`src/rtl/mux41_rr_arbiter.sv`:
```
// rtl/mux41_rr_arbiter.sv - round-robin arbiter with hold quantum driving a shared 4:1 mux select
// Optional ARB_LOCK_EN adds a lock input that suppresses quantum-expiry preemption.
module mux41_rr_arbiter #(
  parameter int MAX_HOLD = 8,
  parameter int CNT_W    = 8
) (
  input  logic       clk,
  input  logic       rst,
  input  logic [3:0] req,
`ifdef ARB_LOCK_EN
  input  logic       lock,
`endif
  output logic [3:0] gnt,
  output logic [1:0] sel,
  output logic       busy,
  output logic       preempt
);

  typedef enum logic {IDLE, OWN} state_t;

  localparam logic [CNT_W-1:0] HOLD_LAST = CNT_W'(MAX_HOLD - 1);

  state_t           state_q, state_d;
  logic [1:0]       ptr_q, ptr_d;
  logic [CNT_W-1:0] hold_cnt_q, hold_cnt_d;
  logic [3:0]       gnt_q, gnt_d;
  logic [1:0]       sel_q, sel_d;
  logic             preempt_q, preempt_d;
  logic             preempt_ok;
  logic [3:0]       others;
  logic [1:0]       win;

`ifdef ARB_LOCK_EN
  assign preempt_ok = ~lock;
`else
  assign preempt_ok = 1'b1;
`endif

  // Lowest rotated offset from p wins; scanning downward lets it overwrite last.
  function automatic logic [1:0] rr_pick(input logic [3:0] r, input logic [1:0] p);
    logic [1:0] idx;
    rr_pick = p;
    for (int k = 3; k >= 0; k--) begin
      idx = p + 2'(k);
      if (r[idx]) rr_pick = idx;
    end
  endfunction

  assign others = req & ~gnt_q;
  assign win    = rr_pick(req & ~gnt_q, ptr_q);

  always_comb begin
    state_d    = state_q;
    ptr_d      = ptr_q;
    hold_cnt_d = hold_cnt_q;
    gnt_d      = gnt_q;
    sel_d      = sel_q;
    preempt_d  = 1'b0;
    case (state_q)
      IDLE: begin
        if (req != 4'b0000) begin
          state_d    = OWN;
          gnt_d      = 4'b0001 << win;
          sel_d      = win;
          ptr_d      = win + 2'd1;
          hold_cnt_d = '0;
        end
      end
      OWN: begin
        if (!req[sel_q]) begin
          if (others != 4'b0000) begin
            gnt_d      = 4'b0001 << win;
            sel_d      = win;
            ptr_d      = win + 2'd1;
            hold_cnt_d = '0;
          end else begin
            state_d = IDLE;
            gnt_d   = 4'b0000;
          end
        end else if (hold_cnt_q == HOLD_LAST && others != 4'b0000 && preempt_ok) begin
          gnt_d      = 4'b0001 << win;
          sel_d      = win;
          ptr_d      = win + 2'd1;
          hold_cnt_d = '0;
          preempt_d  = 1'b1;
        end else if (hold_cnt_q != HOLD_LAST) begin
          hold_cnt_d = hold_cnt_q + 1'b1;
        end
      end
      default: state_d = IDLE;
    endcase
  end

  always_ff @(posedge clk) begin
    if (rst) begin
      state_q    <= IDLE;
      ptr_q      <= 2'd0;
      hold_cnt_q <= '0;
      gnt_q      <= 4'b0000;
      sel_q      <= 2'b00;
      preempt_q  <= 1'b0;
    end else begin
      state_q    <= state_d;
      ptr_q      <= ptr_d;
      hold_cnt_q <= hold_cnt_d;
      gnt_q      <= gnt_d;
      sel_q      <= sel_d;
      preempt_q  <= preempt_d;
    end
  end

  assign gnt     = gnt_q;
  assign sel     = sel_q;
  assign busy    = (state_q == OWN);
  assign preempt = preempt_q;

endmodule

```
`config.mk`:
```
export PLATFORM = sky130hd
export DESIGN_NAME = mux41_rr_arbiter
export DESIGN_NICKNAME = d
export VERILOG_FILES = /design/src/rtl/mux41_rr_arbiter.sv
export SDC_FILE = /design/constraint.sdc
export NUM_CORES = 1
export LEC_CHECK = 0
export ABC_CLOCK_PERIOD_IN_PS = 5290
export BUFFER_PORTS_ARGS = -buffer_cell sky130_fd_sc_hd__buf_2
export CAP_MARGIN = 10
export CELL_PAD_IN_SITES_DETAIL_PLACEMENT = 1
export CELL_PAD_IN_SITES_GLOBAL_PLACEMENT = 1
export CORE_ASPECT_RATIO = 0.7
export CORE_MARGIN = 2
export CORE_UTILIZATION = 45
export DETAILED_ROUTE_END_ITERATION = 16
export GPL_TIMING_DRIVEN = 1
export PLACE_DENSITY = 0.84
export SYNTH_ARGS = -nofsm -noshare
export SYNTH_HDL_FRONTEND = slang
export SYNTH_SLANG_ARGS = --single-unit
export TNS_END_PERCENT = 100
```
`constraint.sdc`:
```
create_clock -name clk -period 5.29 [get_ports clk]
set_input_delay 0.2645 -clock clk [delete_from_list [all_inputs] [get_ports clk]]
set_output_delay 0.2645 -clock clk [all_outputs]
set_load 0.02 [all_outputs]
```
==> reports/metrics.yaml <==
worst_setup_path:
  critPathLaunchType: "flop"
  cp.arrival_ns: 2.30
  cp_num_buf_inv: 0
  path_delay_family: "simple AND/OR/NAND/NOR gates"
  path_cells: "or2b_4 -> and4_4 -> a31o_1 -> or4_1 -> a21oi_1"
  crit_type: "reg2reg"
  slowest_delay_ns: 0.57
  cpMaxStageDelayCell: "or4_1"
  crit_fanout: 20
  cp-end-kind: "flop"
  required_ns: 5.52
clocking:
  clock-sinks: 18
  ctsResizeCount: 0
  clkLatencyLatePin_ns: 0.30
  cts_buffer_depth: 2
  htreeDepth: 1
  root_buffer: "clkbuf_4"
  cts_setup_buffers: 0
  cts_tree: "done"
  cts_hold_buf: 0
  clk_pin_slew_ns: 0.11
  numCtsBuffers: 3
synth:
  synthesis.area_um2: 1020
  synthTopCellsByArea: "dfxtp_1 (35%), ha_1 (6.1%), a21oi_1 (5.4%), or4_1 (4.4%), o21ai_0 (3.9%)"
  ys_top_cells_by_count: "dfxtp_1 (18), a21oi_1 (11), o21ai_0 (8)"
  postSynthAreaPerCell_um2: 8.64
  yosysMostFrequentCell: "dfxtp_1"
  synth_enable_flop_cells: 0
  ys_ff_latch: 18
  syn_inst: 118
  synth_top_area_share_pct: 35.3
  synth-async-reset-ratio_pct: 0
  synth_ff_type: "dfxtp_1"
  syn-num-nets: 129
  seq_area_frac_synth_pct: 35.3
  yosysTopAreaCell: "dfxtp_1"
  yosysUniqueCellTypes: 35
  yosysWarningCount: 0
route:
  ant_nets: 0
  drtIter0Drc: 42
  drc: 0
  drt_wl_total_mm: 2.61
  via_count: 953
  wire_per_inst_um: 16.0
  firstDrtPassIters: 4
  viasPerCell: 5.85
die:
  start_util_pct: 47.3
  core_um2: 2150
  dieArea_um2: 2670
  dieHeight_um: 43.8
  ios: 14
  rows: 14
  dieWidth_um: 60.9
global_routing:
  grt_pass1_vias: 895
  grt_usage_pct: 22.4
  grt_max_degree: 21
  grt_pass1_wl_mm: 4.47
  antenna_found_initial: 0
  overflow: 0
power_and_ir_drop:
  cellPowerDensity_nw_per_um2: 382
  p_leak_nw: 0.437
  ir_drop_uv: 187
placement:
  port_buffers: 13
  dp_hpwl_mm: 2.05
  gp_congestion: 0.878
  place_ws_ns: 3.16
timing:
  period_minus_slack_ns: 2.06
  setup_tns_ns: 0
  slew_viol_final: 0
  setup_slack_ns: 3.23
  fmax_mhz: 485
  finalSetupViolCount: 0
  rsz0062_at_grt: "no"
  post-route-period-util_pct: 39.0
  slew_headroom_pct: 60.7
  fin_skew_ns: 0.000819
  hold_violations: 0
  tightest_slew_ns: 0.590
hold_path:
  hp-class: "in2reg"
flow_run:
  maxCapViolations: 0
final_layout:
  antenna_cells: 0
  final_nets: 143
  drive_above_1_share_pct: 18.3
  syn_to_final_growth_pct: 11.5
run_status:
  status: "finished, final reports clean"
-- routing by layer --
layer / GRT usage (%) / wire length (um) / vias to the layer above
met2: 30.3 / 1110 / 20
li1: - / - / 471
met1: 34.7 / 1350 / 460
met4: 6.52 / 14 / 0
met5: 0 / 0 / -
met3: 5.37 / 124 / 2
-- cells in the final DEF, fill, tap and decap left out, types with 3 or more instances in the layout --
cell / Yosys / routed
dfxtp_1: 18 / 18
buf_2: 1 / 13
a21oi_1: 11 / 11
o21ai_0: 8 / 8
inv_1: 7 / 7
o22ai_1: 6 / 6
or4_1: 6 / 6
nand3_1: 5 / 5
nor2_1: 5 / 5
nand2_1: 5 / 5
ha_1: 5 / 5
nand2b_1: 4 / 4
or3_1: 4 / 4
a22o_1: 4 / 4
o31ai_1: 3 / 3
clkbuf_4: 0 / 3
-- cells by family (layout without fill, tap and decap cells) --
logic type,Yosys count,in the layout,synth area share [%]
AND/OR/NAND/NOR,42,42,26.4
AO/OA/AOI/OAI,39,39,24.2
flip-flops,18,18,35.3
buffers and inverters,11,24,4.91
adder cells (fa/ha/maj),5,5,6.13
multiplexers,3,3,3.07
-- layout make-up --
class / instances / area, um2
well taps: 32 / 40.0
flip-flops and latches: 18 / 360
fillers: 287 / 1020
multi-input cells: 89 / 609
clock buffers: 4 / 36.3
repair buffers: 13 / 65.1
inverters: 7 / 26.3
-- metrics by stage --
| stage | hold WS, ns | cells | total power, W | util (%) | cell area (um2) |
|---|---|---|---|---|---|
| floorplan | 0.453 | 118 | 0.000300 | - | 1020 |
| global placement | 0.469 | 159 | 0.000339 | 51.1 | 1100 |
| detailed placement | 0.481 | 159 | 0.000350 | 51.1 | 1100 |
| CTS | 0.247 | 163 | 0.000438 | 52.8 | 1140 |
| global route | 0.266 | 163 | 0.000464 | 52.8 | 1140 |
| finish | 0.252 | 163 | 0.000435 | 52.8 | 1140 |
-- sequential cells by signal, indices dropped and copies added, names as in the netlist --
signal and cells:
gnt 4, busy 1, ptr_q 2, hold_cnt_q 8, sel 2, preempt 1
-- worst paths after layout --
kind	endpoint	start	depth (start not counted)	slack (ns)
setup / recovery	hold_cnt_q[5]$_SDFFE_PP0P_	gnt[2]$_SDFFE_PP0P_	5	3.23
hold / removal	hold_cnt_q[0]$_SDFFE_PP0P_	rst	2	0.25
setup reg to reg	hold_cnt_q[5]$_SDFFE_PP0P_	gnt[2]$_SDFFE_PP0P_	5	3.23
hold reg to reg	hold_cnt_q[7]$_SDFFE_PP0P_	hold_cnt_q[7]$_SDFFE_PP0P_	2	0.51
-- worst reg2reg max path, stage by stage (launching register included) --
cell and delay, ns:
dfxtp_1 0.36, or2b_4 0.29, and4_4 0.20, a31o_1 0.41, or4_1 0.58, a21oi_1 0.16
-- report_power, final --
group	leakage, nW	switching, W	internal (W)
sequential	0.147	0.0000247	0.000157
clock	0.0210	0.0000449	0.0000420
combinational	0.269	0.000100	0.0000656
total	0.437	0.000170	0.000265
(Power assumes the default switching activity.)
